**src/rtl/fuzzy_ctrl_pkg.sv**
```systemverilog
`default_nettype none
// ============================================================================
// Package     : fuzzy_ctrl_pkg
// Description : Shared state encoding and constant-width helper for the
//               type-2 fuzzy rule sequencer.
// Revision    : 1.0 - initial release
// ============================================================================
package fuzzy_ctrl_pkg;

    // Sequencer state codes, also exported on the estado debug port
    localparam logic [2:0] c_st_idle  = 3'd0;
    localparam logic [2:0] c_st_clear = 3'd1;
    localparam logic [2:0] c_st_scan  = 3'd2;
    localparam logic [2:0] c_st_issue = 3'd3;
    localparam logic [2:0] c_st_done  = 3'd4;

    // Ceiling log2, evaluated at elaboration time to size indices and counters
    function automatic int clog2_f(input int value);
        int r;
        r = 0;
        while ((1 << r) < value) begin
            r = r + 1;
        end
        return r;
    endfunction

endpackage : fuzzy_ctrl_pkg
`default_nettype wire

```
**src/rtl/contador_pares_mf.sv**
```systemverilog
`default_nettype none
// ============================================================================
// Module      : contador_pares_mf
// Description : (a,b) membership-function pair counter, a-major / b-minor.
//               Holds at (N_MF-1, N_MF-1) instead of wrapping.
// Revision    : 1.0 - initial release
// ============================================================================
module contador_pares_mf
    import fuzzy_ctrl_pkg::*;
#(
    parameter int N_MF = 3,
    parameter int AB_W = clog2_f(N_MF)
) (
    input  logic            clk,
    input  logic            rst,
    input  logic            i_clr,
    input  logic            i_inc,
    output logic [AB_W-1:0] o_a,
    output logic [AB_W-1:0] o_b,
    output logic            o_last
);

    localparam logic [AB_W-1:0] c_max = AB_W'(N_MF - 1);

    logic [AB_W-1:0] r_a;
    logic [AB_W-1:0] r_b;

    // Pair counter: clear wins over increment; saturates at the last pair
    always_ff @(posedge clk or negedge rst) begin
        if (!rst) begin
            r_a <= '0;
            r_b <= '0;
        end else if (i_clr) begin
            r_a <= '0;
            r_b <= '0;
        end else if (i_inc) begin
            if (r_b == c_max) begin
                if (r_a != c_max) begin
                    r_b <= '0;
                    r_a <= r_a + AB_W'(1);
                end
            end else begin
                r_b <= r_b + AB_W'(1);
            end
        end
    end

    assign o_a    = r_a;
    assign o_b    = r_b;
    assign o_last = (r_a == c_max) && (r_b == c_max);

endmodule : contador_pares_mf
`default_nettype wire

```
**src/rtl/sequenciador_regras_param.sv**
```systemverilog
`default_nettype none
// ============================================================================
// Module      : sequenciador_regras_param
// Description : Parametrised rule sequencer. Latches the active-FOU mask of
//               two inputs and issues every (MF_a, MF_b) pair whose MFs are
//               both active, one per valid/ready handshake.
// Revision    : 1.0 - initial release
// ============================================================================
module sequenciador_regras_param
    import fuzzy_ctrl_pkg::*;
#(
    parameter int N_MF   = 3,
    parameter int RULE_W = clog2_f(N_MF * N_MF),
    parameter int CNT_W  = clog2_f(N_MF * N_MF + 1)
) (
    input  logic                clk,
    input  logic                rst,
    input  logic                en_regras,
    input  logic [2*N_MF-1:0]   fou_ativo,
    input  logic                rule_ready,
    output logic                reset_inf,
    output logic                rule_valid,
    output logic [RULE_W-1:0]   sequencia_regras,
    output logic [RULE_W-1:0]   idx_a,
    output logic [RULE_W-1:0]   idx_b,
    output logic                busy,
    output logic                done,
    output logic [CNT_W-1:0]    n_regras,
    output logic [2:0]          estado
);

    localparam int              AB_W  = clog2_f(N_MF);
    localparam logic [RULE_W-1:0] c_nmf = RULE_W'(N_MF);

    logic [2:0]         r_state;
    logic [N_MF-1:0]    r_mask_a;
    logic [N_MF-1:0]    r_mask_b;
    logic               r_reset_inf;
    logic               r_rule_valid;
    logic [RULE_W-1:0]  r_seq;
    logic [RULE_W-1:0]  r_idx_a;
    logic [RULE_W-1:0]  r_idx_b;
    logic               r_busy;
    logic               r_done;
    logic [CNT_W-1:0]   r_n_regras;

    logic [AB_W-1:0]    w_a;
    logic [AB_W-1:0]    w_b;
    logic               w_last;
    logic               w_hit;
    logic               w_clr;
    logic               w_inc;
    logic               w_accept;
    logic [RULE_W-1:0]  w_index;

    // Candidate evaluation and pair-counter control
    assign w_hit    = r_mask_a[w_a] & r_mask_b[w_b];
    assign w_accept = (r_state == c_st_issue) && rule_ready;
    assign w_clr    = (r_state == c_st_idle) && en_regras;
    assign w_inc    = ((r_state == c_st_scan) && !w_hit && !w_last) ||
                      (w_accept && !w_last);
    assign w_index  = RULE_W'(w_a) * c_nmf + RULE_W'(w_b);

    contador_pares_mf #(
        .N_MF (N_MF),
        .AB_W (AB_W)
    ) u_contador (
        .clk    (clk),
        .rst    (rst),
        .i_clr  (w_clr),
        .i_inc  (w_inc),
        .o_a    (w_a),
        .o_b    (w_b),
        .o_last (w_last)
    );

    // Sequencer FSM; every output is a register set on the transition into its state
    always_ff @(posedge clk or negedge rst) begin
        if (!rst) begin
            r_state      <= c_st_idle;
            r_mask_a     <= '0;
            r_mask_b     <= '0;
            r_reset_inf  <= 1'b0;
            r_rule_valid <= 1'b0;
            r_seq        <= '0;
            r_idx_a      <= '0;
            r_idx_b      <= '0;
            r_busy       <= 1'b0;
            r_done       <= 1'b0;
            r_n_regras   <= '0;
        end else begin
            r_reset_inf <= 1'b0;
            r_done      <= 1'b0;
            case (r_state)
                c_st_idle: begin
                    if (en_regras) begin
                        r_mask_a    <= fou_ativo[N_MF-1:0];
                        r_mask_b    <= fou_ativo[2*N_MF-1:N_MF];
                        r_n_regras  <= '0;
                        r_reset_inf <= 1'b1;
                        r_busy      <= 1'b1;
                        r_state     <= c_st_clear;
                    end
                end
                c_st_clear: begin
                    r_state <= c_st_scan;
                end
                c_st_scan: begin
                    if (w_hit) begin
                        r_rule_valid <= 1'b1;
                        r_seq        <= w_index;
                        r_idx_a      <= RULE_W'(w_a);
                        r_idx_b      <= RULE_W'(w_b);
                        r_state      <= c_st_issue;
                    end else if (w_last) begin
                        r_done  <= 1'b1;
                        r_state <= c_st_done;
                    end
                end
                c_st_issue: begin
                    if (rule_ready) begin
                        r_rule_valid <= 1'b0;
                        r_n_regras   <= r_n_regras + CNT_W'(1);
                        if (w_last) begin
                            r_done  <= 1'b1;
                            r_state <= c_st_done;
                        end else begin
                            r_state <= c_st_scan;
                        end
                    end
                end
                c_st_done: begin
                    r_busy  <= 1'b0;
                    r_state <= c_st_idle;
                end
                default: begin
                    r_rule_valid <= 1'b0;
                    r_busy       <= 1'b0;
                    r_state      <= c_st_idle;
                end
            endcase
        end
    end

    assign reset_inf        = r_reset_inf;
    assign rule_valid       = r_rule_valid;
    assign sequencia_regras = r_seq;
    assign idx_a            = r_idx_a;
    assign idx_b            = r_idx_b;
    assign busy             = r_busy;
    assign done             = r_done;
    assign n_regras         = r_n_regras;
    assign estado           = r_state;

endmodule : sequenciador_regras_param
`default_nettype wire

```
**config.mk**
```make
export PLATFORM = sky130hd
export DESIGN_NAME = sequenciador_regras_param
export DESIGN_NICKNAME = d
export VERILOG_FILES = /design/src/rtl/fuzzy_ctrl_pkg.sv /design/src/rtl/contador_pares_mf.sv /design/src/rtl/sequenciador_regras_param.sv
export SDC_FILE = /design/constraint.sdc
export NUM_CORES = 1
export LEC_CHECK = 0
export ABC_AREA = 0
export ABC_CLOCK_PERIOD_IN_PS = 2450
export CAP_MARGIN = 20
export CORE_AREA = 10 10 67 69
export CTS_BUF_LIST = sky130_fd_sc_hd__clkbuf_2
export CTS_CLUSTER_DIAMETER = 80
export DETAILED_ROUTE_END_ITERATION = 7
export DIE_AREA = 0 0 77 79
export PLACE_DENSITY = 0.73
export SYNTH_ARGS = -nofsm -noshare
export SYNTH_HDL_FRONTEND = slang
export SYNTH_SLANG_ARGS = --single-unit
```
**constraint.sdc**
```tcl
create_clock -name clk -period 2.45 [get_ports clk]
set_input_delay 0.49 -clock clk [delete_from_list [all_inputs] [get_ports clk]]
set_output_delay 0.49 -clock clk [all_outputs]
set_load 0.05 [all_outputs]
```
=== After elaboration in Yosys (flattened, before gate mapping) ===
Cells that the tools add are included.

* Word-level logic and storage cells: 91
* Bits in read-only memories: 0
* Bits in registers: 29
* Memories kept: 0
* Bits in writable memories: 0
* Output and inout port bits: 23
* Bits in latches: 0

* Multipliers: 1
* Muxes and demuxes: 32
* Bitwise gates (word level): 3
* Shift-type cells: 0
* Reduce and logical (&&, ||, !) cells: 24
* Magnitude comparators: 2
* Equal/unequal tests: 12
* Divide/modulo/power cells: 0
* $add $sub $neg: 4

{| class="wikitable"
|+ Operator list
! operator !! count
|-
| $mux W2 || 8
|-
| $mux W3 || 5
|-
| $pmux W3 S4 || 1
|-
| $reduce_and A3 Y1 || 4
|-
| $mux W1 || 10
|-
| $mux W4 || 2
|-
| $ne A2 B2 Y1 const B || 4
|-
| $pmux W4 S2 || 1
|-
| $reduce_and A2 Y1 || 4
|-
| $reduce_bool A2 Y1 || 4
|-
| $eq A3 B2 Y1 const B || 2
|-
| $logic_and A1 B1 Y1 || 6
|-
| $lt A2 B3 Y1 const B || 2
|-
| $reduce_or A3 Y1 || 2
|-
| $add A2 B1 Y2 const B || 2
|-
| $add A4 B1 Y4 const B || 1
|-
| $add A4 B2 Y4 || 1
|-
| $bmux W1 S2 || 2
|-
| $eq A2 B2 Y1 const B || 2
|-
| $mul A2 B2 Y4 const B || 1
|-
| $pmux W1 S2 || 2
|-
| $eq A3 B1 Y1 const B || 1
|-
| $eq A3 B3 Y1 const B || 1
|-
| $logic_not A3 Y1 || 1
|-
| 7 further kinds || 9
|}

=== Longest topological paths before layout ===
* Depth in word-level cells: 9
* Depth in mapped cells: 7
* Mapped depth without buffers: 6

=== Modules after synthesis ===
From an unflattened synthesis, not the netlist that was laid out.

* Cells, all modules: 112
* Area total of the unflattened synthesis: 1418.9 µm²

{| class="wikitable"
|+ By module, submodules not included
! module !! times used !! area each (µm²) !! cells each
|-
| sequenciador_regras_param || 1 || 1199.9 || 91
|-
| contador_pares_mf || 1 || 219.0 || 21
|}

=== Least setup slack after synthesis ===
No wires, ideal clock.

* Path kind: register -> register
* Start: register u_contador.r_a[0], in the netlist u_contador.o_a[0]
* End: register r_seq[2], in the netlist sequencia_regras[2]
* Period minus slack after synthesis: 1924 ps
* Library setup time: 125 ps
* Cell stages (with the launch flop): 5
* Data arrival time: 1799 ps
* Data required time: 2325 ps
* Slack: 526 ps
* Path through: dfrtp_1 -> fa_1 -> ha_1 -> fa_1 -> mux2_2

* Elaborated cells between the ends (all ways): 6
* Classes of those cells: add/sub (1); mul (1); mux (2); bitwise (1); reduce/logical (1)

{| class="wikitable"
|+ RTL lines
! item !! line !! RTL
|-
| start, declared || contador_pares_mf.sv:25 || <nowiki>logic [AB_W-1:0] r_a;</nowiki>
|-
| start signal, assigned || contador_pares_mf.sv:40 || <nowiki>r_a <= r_a + AB_W'(1);</nowiki>
|-
| $mul A2 B2 Y4 || sequenciador_regras_param.sv:62 || <nowiki>assign w_index = RULE_W'(w_a) * c_nmf + RULE_W'(w_b);</nowiki>
|-
| $add A4 B2 Y4 || sequenciador_regras_param.sv:62 ||
|-
| net w_index[2] || sequenciador_regras_param.sv:54 || <nowiki>logic [RULE_W-1:0] w_index;</nowiki>
|-
| end signal, assigned || sequenciador_regras_param.sv:111 || <nowiki>r_seq <= w_index;</nowiki>
|-
| end, declared || sequenciador_regras_param.sv:40 || <nowiki>logic [RULE_W-1:0] r_seq;</nowiki>
|}

The timed path passes the listed nets, and every way through them passes these cells. The select of a mux whose other input is x is not followed.
A chain may end at the register's enable or synchronous reset.

=== Worst setup path after layout ===
* Start: register r_state[2], in the netlist estado[2]
* End: output estado[2]

{| class="wikitable"
|+ RTL lines
! item !! line !! RTL
|-
| start, declared || sequenciador_regras_param.sv:35 || <nowiki>logic [2:0] r_state;</nowiki>
|-
| start signal, assigned || sequenciador_regras_param.sv:80 || <nowiki>r_state <= c_st_idle;</nowiki>
|-
| start signal, assigned || sequenciador_regras_param.sv:102 || <nowiki>r_state <= c_st_clear;</nowiki>
|-
| start signal, assigned || sequenciador_regras_param.sv:106 || <nowiki>r_state <= c_st_scan;</nowiki>
|-
| end, declared || sequenciador_regras_param.sv:29 || <nowiki>output logic [2:0] estado</nowiki>
|}

No word-level cell between the ends.

==> metrics <==
status finished clean; WP data required 1.96 ns; largest net degree at the start of global routing 30; Worst path top cell family by delay buffers and inverters; share of total power in the clock network 10.2%; crit path max fanout 12; share of post-route cells with drive strength above 1 16.3%; CP max stage delay 0.88 ns; # DRC 0; Max transition margin 66.0%; sequential share of power 35.9%; crit path kind reg -> out; # fillers 311; share of synthesized registers carrying an async set or reset 100%; DR vias/cell 4.98; CP bufs+invs 1; CP Cell Sequence clkdlybuf4s50_1; Critical Path End Type output pin; Pleak 0.844 nW; Antenna Nets Post-Route 0; number of global-route vias before repair 1030; clk slew on worst S/H paths 0.15 ns; total number of vias 1026; Ports 33; Max Cap Viol 0; Pint 0.00125 W; Post-Syn Area 0.00144 sq mm; DRT Wirelength 2900 um; reg2reg start u_contador.o_b[1]; Setup WS pre-CTS 0.407 ns; cts hold-fix bufs 0; initial antenna violation count 0; Reg area 726 sq um; Synth Area per Inst 11.2 sq um; # nets final 175; gr usage total 10.3%; Psw 0.00113 W; fin crit share 94.2%; r2r worst-path depth 4; initial cell density of the core 44.4%; Worst setup SP type flop; Crit path depth 1; IO buf count 28; RSZ-0062 raised after global routing no; # rows 21; Seq cells post-synth 29; post-CTS setup repair buffer count 0; final setup TNS 0 ns; CTS tree done; worst slew pin tran 0.508 ns; gr ovfl total 0; WL/cell 14.1 um; Max Transition Viols Final 0; clk_lat worst skew 0.37 ns; Die Height 79 um; Cell Pwr Density 1340 mW/mm^2; max frequency 0.433 GHz; area of the core 0.00323 sq mm; first-pass GRT wire length 4970 um; arrival time worst endpoint 1.82 ns; peak supply drop 561 uV; multi-input logic area 627 sq um; cell count after synthesis 128; most frequent cells in the layout dfrtp_1, clkdlybuf4s50_1, nand2_1; cts bufs inserted 5; Synth top area share 50.6%; post-synthesis sequential area ratio 50.6%; final setup violation count 0; clock tree buffer depth 2; Pre-antenna DRT Iters 4; clk root buf clkbuf_2; Most used DFF post-synth dfrtp_1; Logic pwr share 53.9%; Post-synth EDFFs 0; P&R area growth vs syn 23.7%; HP Class in -> async; PnR worst setup slack 0.142 ns; Synth area leaders dfrtp_1, nand2_1, mux2_2, ha_1, fa_1; worst flop-to-flop path endpoint sequencia_regras[2]; Distinct cells, synth 35; Final min period 2.31 ns; Die W 77 um; 1st-iter DRT viols 73; register-to-register path setup slack 0.40 ns; Fin. Hold Viols 0; gpl congestion 0.831; Slowest cell on crit path clkdlybuf4s50_1; Syn. warnings 0; commonest non-fill, non-tap cell in the layout dfrtp_1; HPWL reported at the end of detailed placement 2130 um; Clock Skews 0.0147 ns; CTS resizes 0; Yosys top cell by area dfrtp_1; Sw Ratio 47.3%; Die ar. 0.00608 sq mm; clock sink total 29; ant diodes 0; H-tree Lvls 2
## cells by family (layout without fill, tap and decap cells)
family | Yosys count | in the layout | synth area share (%)
and+or+nand+nor | 45 | 45 | 16.6
DFF | 29 | 29 | 50.6
AOI/OAI and AO/OA | 17 | 17 | 9.50
buffers and inverters | 16 | 45 | 6.54
muxes | 12 | 12 | 9.07
adders and majority gates | 6 | 6 | 6.28
xor gates and xnor gates | 2 | 2 | 1.22
other | 1 | 4 | 0.261
## registers in the layout (all words and copies together) (netlist names)
signal and cells:
u_contador.o_b 2, r_mask_b 3, n_regras 4, reset_inf 1, estado 3, sequencia_regras 4
done 1, r_mask_a 3, idx_b 2, busy 1, idx_a 2, u_contador.o_a 2
rule_valid 1
## stage by stage
| step | hold WS (ns) | util, % | std cells | area, sq um | power [W] |
|---|---|---|---|---|---|
| detailed placement | 0.464 | 53.7 | 198 | 1740 | 0.00217 |
| global route | 0.489 | 54.9 | 206 | 1780 | 0.00255 |
| CTS | 0.485 | 54.9 | 206 | 1780 | 0.00241 |
| global placement | 0.462 | 53.7 | 198 | 1740 | 0.00211 |
| floorplan | 0.194 | - | 131 | 1450 | 0.00178 |
| finish | 0.486 | 54.9 | 206 | 1780 | 0.00238 |
## how the worst max path moves through the flow
stage / from / end / slack, ns
finish: estado[2] / estado[2] / 0.14
global route: estado[2] / estado[2] / 0.05
CTS: estado[2] / estado[2] / 0.12
detailed placement: u_contador.o_b[1] / sequencia_regras[2] / 0.41
global placement: u_contador.o_b[1] / sequencia_regras[2] / 0.47
floorplan: u_contador.o_a[0] / sequencia_regras[2] / 0.53
## synth_stat cells, types with 2 or more instances
library cell and instances:
dfrtp_1 29, nand2_1 26, mux2_2 8, inv_1 6, nor2_1 6, buf_4 5
ha_1 4, mux2i_1 4, clkbuf_1 3, nand3b_1 3, a31oi_1 2, and4b_1 2
buf_6 2, fa_1 2, nand4_1 2, o211ai_2 2, o21ai_0 2, o21ai_1 2
xor2_1 2
## power groups by stage
stage                     Clock [W]  Sequential, W  Combinational (W)
after floorplan                   0        0.00118           0.000601
after global placement            0       0.000855            0.00126
after detailed placement          0       0.000866            0.00130
after CTS                  0.000251       0.000856            0.00130
after global routing       0.000274       0.000891            0.00139
final                      0.000243       0.000855            0.00128
## per-layer routing
layer  track usage, %  share of wire [%]  wire length, um  vias to the layer above
li1                 -                  -                -                      500
met1             11.1                 45             1290                      486
met2             16.8                 47             1360                       35
met3             4.17                6.2              181                        5
met4             6.02                2.4               69                        0
met5                0                  0                0                        -
## cell type report
cell class | instances | area share, %
clock buffers | 8 | 2.26
flip-flops and latches | 29 | 40.9
inverters | 6 | 1.27
multi-input cells | 86 | 35.3
repair buffers | 31 | 17.1
well taps | 46 | 3.24
Power figures use the tool's default switching activity.
==> patch 1, RTL diff (config.mk and constraints unchanged) <==
`N_MF` is set to 3 in 2 places; all go to 6.
--- a/src/rtl/contador_pares_mf.sv
+++ b/src/rtl/contador_pares_mf.sv
@@ -9,5 +9,5 @@
     import fuzzy_ctrl_pkg::*;
 #(
-    parameter int N_MF = 3,
+    parameter int N_MF = 6,
     parameter int AB_W = clog2_f(N_MF)
 ) (
--- a/src/rtl/sequenciador_regras_param.sv
+++ b/src/rtl/sequenciador_regras_param.sv
@@ -10,5 +10,5 @@
     import fuzzy_ctrl_pkg::*;
 #(
-    parameter int N_MF   = 3,
+    parameter int N_MF   = 6,
     parameter int RULE_W = clog2_f(N_MF * N_MF),
     parameter int CNT_W  = clog2_f(N_MF * N_MF + 1)
Interface: changed (5 resized); port bits go from 33 to 47. No check against the original RTL was run, so the function may have changed too.
==> patch 1 against the unedited design <==
- via count increased by 62%
- setup slack lost 0.039 ns
- total power is 54% higher
- design area rose by 48%
- routed wire length grew 66%
- clock skew is 0.0074 ns higher
- synthesized area is 51% higher
- sequential cell count increased by 13
- critical endpoint is now estado[0]
==> patch 1: results (changes against the unedited design) <==
- The maximum vdd drop is 0.0007319 V (+31%).
- The sequential cell count is 42 (+45%).
- The root buffer cell is sky130_fd_sc_hd__clkbuf_2.
- The worst-case setup slack after placement is 0.2346 ns (-0.1723 ns).
- The number of DRC violations after detailed-routing iteration 0 is 99 (+36%).
- In this run the critical register-to-register path is launched from u_contador.o_b[0].
- The overall routed net length is 4833 µm (+66%).
- The global-route usage over all layers is 0.1631 (+0.06045).
- The number of non-clock inverters is 8 (+2).
- The slew at the pin closest to its max-slew limit is 0.9017 ns (+0.3933 ns).
- The clock tree cell share of total cell area is 0.01478 (-0.007768).
- The clock transition at the registers of the reported paths is 0.21 ns (+0.06 ns).
- The worst register-to-register path ends at u_contador.o_b[1].
- The share of total power in combinational logic is 0.593 (+0.054).
- The number of library cell types mapped by synthesis came to 43 (+23%).
- The insertion delay to the later sink of the worst-skew pair came to 0.41 ns (+0.04 ns).
- The total of plain and repair buffers excluding clock buffers came to 48 (+55%).
- The largest net degree at the start of global routing is 43 (+43%).
- The proportion of final cell area spent on non-clock buffers is 0.1736 (+0.003038).
- The depth of the most critical reg-to-reg path is 6 (+2).
- The static leakage power was 1.246 nW (+48%).
- The total power of the final layout was 3.659 mW (+54%).
- The multi-input gate area in the final layout is 991.0 µm² (+58%).
- The register-to-register setup slack came to 0.19 ns (-0.21 ns).
- The number of inserted filler cells in the final layout is 218 (-30%).
- The final setup skew is 0.02216 ns (+0.007436 ns).
- The register fraction of the total cell area is 0.4006 (-0.008167).
- The number of port buffers is 40 (+43%).
- The worst path arrival time came to 1.86 ns (+0.04 ns).
- The total placed instance area came to 2585 µm² (+49%).
- The flow ran to the end, and the final reports show no timing, DRC or antenna violations.
- The layout clock buffer count is 6 (-2).
- The number of H-tree branching levels is 2 (unchanged).
- The average via count per standard cell was 5.542 (+11%).
- The fraction of final layout cells sized beyond drive strength 1 is 0.1383 (-0.02416).
- The multi-input logic cell count is 147 (+71%).
- The first-pass detailed-route iteration total is 5 (+1).
- The power attributed to sequential cells is 1.20 mW (+40%).
- The highest fanout seen on the critical path is 10 (-2).
- The flip-flop and latch area was 1051 µm² (+45%).
- By count the netlist is led by 45 x sky130_fd_sc_hd__nand2_1, 42 x sky130_fd_sc_hd__dfrtp_1, 11 x sky130_fd_sc_hd__nor2_1.
- The share of synthesized area occupied by flip-flops and latches is 0.4864 (-0.01927).
patch 1: cell types whose count changed after synthesis, moves of 4 or more:
cell and delta:
sky130_fd_sc_hd__a21oi_1 +8, sky130_fd_sc_hd__nor2_1 +5, sky130_fd_sc_hd__mux2_4 +8, sky130_fd_sc_hd__xnor2_1 +4, sky130_fd_sc_hd__nor2b_1 +5, sky130_fd_sc_hd__dfrtp_1 +13
sky130_fd_sc_hd__nand2_1 +19
patch 1: per-layer routing:
metal | GRT usage | part of all wire | vias to the layer above
li1 | - | - | 775
met1 | 0.1859 | 0.41 | 807
met2 | 0.2740 | 0.50 | 66
met3 | 0.06081 | 0.072 | 9
met4 | 0.06387 | 0.014 | 0
met5 | 0 | 0 | -
patch 1: cell families (layout without fill, tap and decap cells):
logic type | Yosys count | in the layout | synth area share
compound gates | 23 | 23 | 0.06890
mux | 19 | 19 | 0.1118
other cells | 1 | 6 | 0.001735
flops | 42 | 42 | 0.4864
simple gates | 83 | 83 | 0.1801
xor+xnor | 7 | 7 | 0.02837
buf+inv | 25 | 64 | 0.06369
fa+ha+maj | 9 | 9 | 0.05906
patch 1: how the worst max path moves through the flow:
| stage | start | to | slack (ns) | cells past startpoint |
|---|---|---|---|---|
| global placement | u_contador.o_b[0] | u_contador.o_b[1] | 0.31 | 6 |
| detailed placement | u_contador.o_b[0] | u_contador.o_b[1] | 0.23 | 6 |
| CTS | estado[0] | estado[0] | 0.10 | 1 |
| floorplan | estado[0] | n_regras[2] | 0.21 | 7 |
| global route | estado[0] | estado[0] | 0.02 | 1 |
| finish | estado[0] | estado[0] | 0.10 | 1 |
patch 1: through the flow:
step                std cells  hold slack [ns]
floorplan                 214           0.1944
global placement          291           0.4584
detailed placement        291           0.4587
CTS                       299           0.1919
global route              299           0.1938
finish                    299           0.1681
==> patch 2, RTL diff (config.mk and constraints unchanged) <==
Without the edit above. Reset style: synchronous (`rst`), changed in 2 clocked blocks.
--- a/src/rtl/contador_pares_mf.sv
+++ b/src/rtl/contador_pares_mf.sv
@@ -27,5 +27,5 @@
 
     // Pair counter: clear wins over increment; saturates at the last pair
-    always_ff @(posedge clk or negedge rst) begin
+    always_ff @(posedge clk) begin
         if (!rst) begin
             r_a <= '0;
--- a/src/rtl/sequenciador_regras_param.sv
+++ b/src/rtl/sequenciador_regras_param.sv
@@ -76,5 +76,5 @@
 
     // Sequencer FSM; every output is a register set on the transition into its state
-    always_ff @(posedge clk or negedge rst) begin
+    always_ff @(posedge clk) begin
         if (!rst) begin
             r_state      <= c_st_idle;
Behaviour: differs if rst is asserted again (counterexample within 4 cycles, from zero or initial values and one cycle with rst low); with rst held inactive, the same outputs for 10 cycles.
==> patch 2 against the unedited design <==
- count of clock-buffer cells in the layout is the same
- synthesized area grew 8.8%
- critical path depth is the same
- hold slack lost 0.017 ns
- sequential cell count is the same
- setup slack lost 0.0025 ns
- synthesized cell count grew 37%
- sequential share of layout area shrank 10 points
- critical endpoint is now estado[1]
- via count grew 32%
- routed wire length grew 24%
- design area grew 6.0%
Power is not compared: it rests on default switching activity, and its combinational part moved more than twofold at a synthesized area within 25%.
==> patch 2: results (changes against the unedited design) <==
- The tightest slew margin relative to the limit is 0.6437 (-0.01631).
- The highest fanout seen on the critical path is 11 (-1).
- The global-route wire length before repair came to 5906 µm (+19%).
- The post-DP HPWL is 2813 µm (+32%).
- The buffer depth of the longest clock path is 2 (unchanged).
- The area fraction in compound gates after synthesis was 0.1659 (+0.07083).
- The adder-cell share of the synthesized area came to 0.05769 (-0.005080).
- The largest net degree at the start of global routing was 17 (-43%).
- The global-route track usage on met1 was 0.1199 (+0.008810).
- The multiplexer share of the synthesized area is 0.05769 (-0.03298).
- The root buffer cell is sky130_fd_sc_hd__clkbuf_2.
- The xor-xnor portion of the synthesized cell area was 0.01122 (-0.0009878).
- The number of library cell types mapped by synthesis is 46 (+31%).
- The global routing usage on met2 is 0.2015 (+0.03373).
- The via total after detailed routing came to 1,350 (+32%).
- The final setup skew is 0.02384 ns (+0.009119 ns).
- The number of DRC violations after detailed-routing iteration 0 is 62 (-15%).
- The run finished with clean final reports.
- The async set or reset register ratio after synthesis is 0 (-1.000).
- Sorting the synthesized cells by how often they occur yields 31 x sky130_fd_sc_hd__nand2_1, 29 x sky130_fd_sc_hd__dfxtp_1, 13 x sky130_fd_sc_hd__a21oi_1.
- The worst-case setup slack after placement came to 0.2624 ns (-0.1445 ns).
- The routing usage on met3 is 0.05293 (+0.01126).
- The path type of the worst min-delay path is reg2reg.
- The share of synthesized area occupied by flip-flops and latches is 0.3718 (-0.1339).
- The final net count is 220 (+26%).
- The average detailed-routed wire length per instance was 14.39 µm (+2.1%).
- The first-pass detailed-route iteration total came to 4 (unchanged).
- By area the synthesized netlist is led by sky130_fd_sc_hd__dfxtp_1 37%, sky130_fd_sc_hd__nand2_1 7.5%, sky130_fd_sc_hd__mux2i_1 5.8%, sky130_fd_sc_hd__a21oi_1 4.2%, sky130_fd_sc_hd__buf_6 3.6%.
- The weighted congestion reported at the end of routability-driven placement is 0.9221 (+11%).
- The fraction of final layout cells sized beyond drive strength 1 came to 0.1171 (-0.04543).
- The via count of the first global-routing pass is 1,328 (+29%).
==> patch 2: layout make-up <==
class | instances | area (µm²)
inverters | 9 | 33.78
well taps | 46 | 57.56
repair buffers | 33 | 317.8
multi-input cells | 126 | 852.1
flip-flops and latches | 29 | 580.6
fillers | 313 | 1350
clock buffers | 8 | 40.04
==> patch 2: cells by family after synthesis <==
group	Yosys count
simple gates	71
xor+xnor	2
fa+ha+maj	6
buf+inv	23
mux	9
flops	29
other cells	1
compound gates	34
==> patch 2: metal layers <==
metal / up-vias / wire length, µm
met5: - / 0
met4: 0 / 108
met3: 12 / 256
met2: 46 / 1785
met1: 628 / 1461
li1: 664 / -
==> patch 2: stage by stage <==
step           area, µm²  total power, mW    util  instances  hold slack, ns
5_1_grt             1882            1.121  0.5823        251          0.4882
4_1_cts             1882            1.067  0.5823        251          0.4685
3_3_place_gp        1842           0.8081  0.5699        243          0.4429
6_report            1882            1.055  0.5823        251          0.4683
2_1_floorplan       1573           0.7516       -        178          0.4357
3_5_place_dp        1842           0.8182  0.5699        243          0.4502
==> patch 2: power by group <==
group | switching [mW] | internal [mW] | total (mW)
registers | 0.0303 | 0.496 | 0.527
clock network | 0.163 | 0.0842 | 0.247
logic | 0.179 | 0.103 | 0.281
==> patch 2: path summary, 6_finish.rpt <==
check | depth (start not counted) | slack (ns) | start | to
worst min register to register | 2 | 0.47 | r_mask_b[1] | r_mask_b[1]
worst min-delay path | 2 | 0.47 | r_mask_b[1] | r_mask_b[1]
worst max register to register | 7 | 0.23 | u_contador.o_a[0] | sequencia_regras[2]
worst max-delay path | 1 | 0.14 | estado[1] | estado[1]
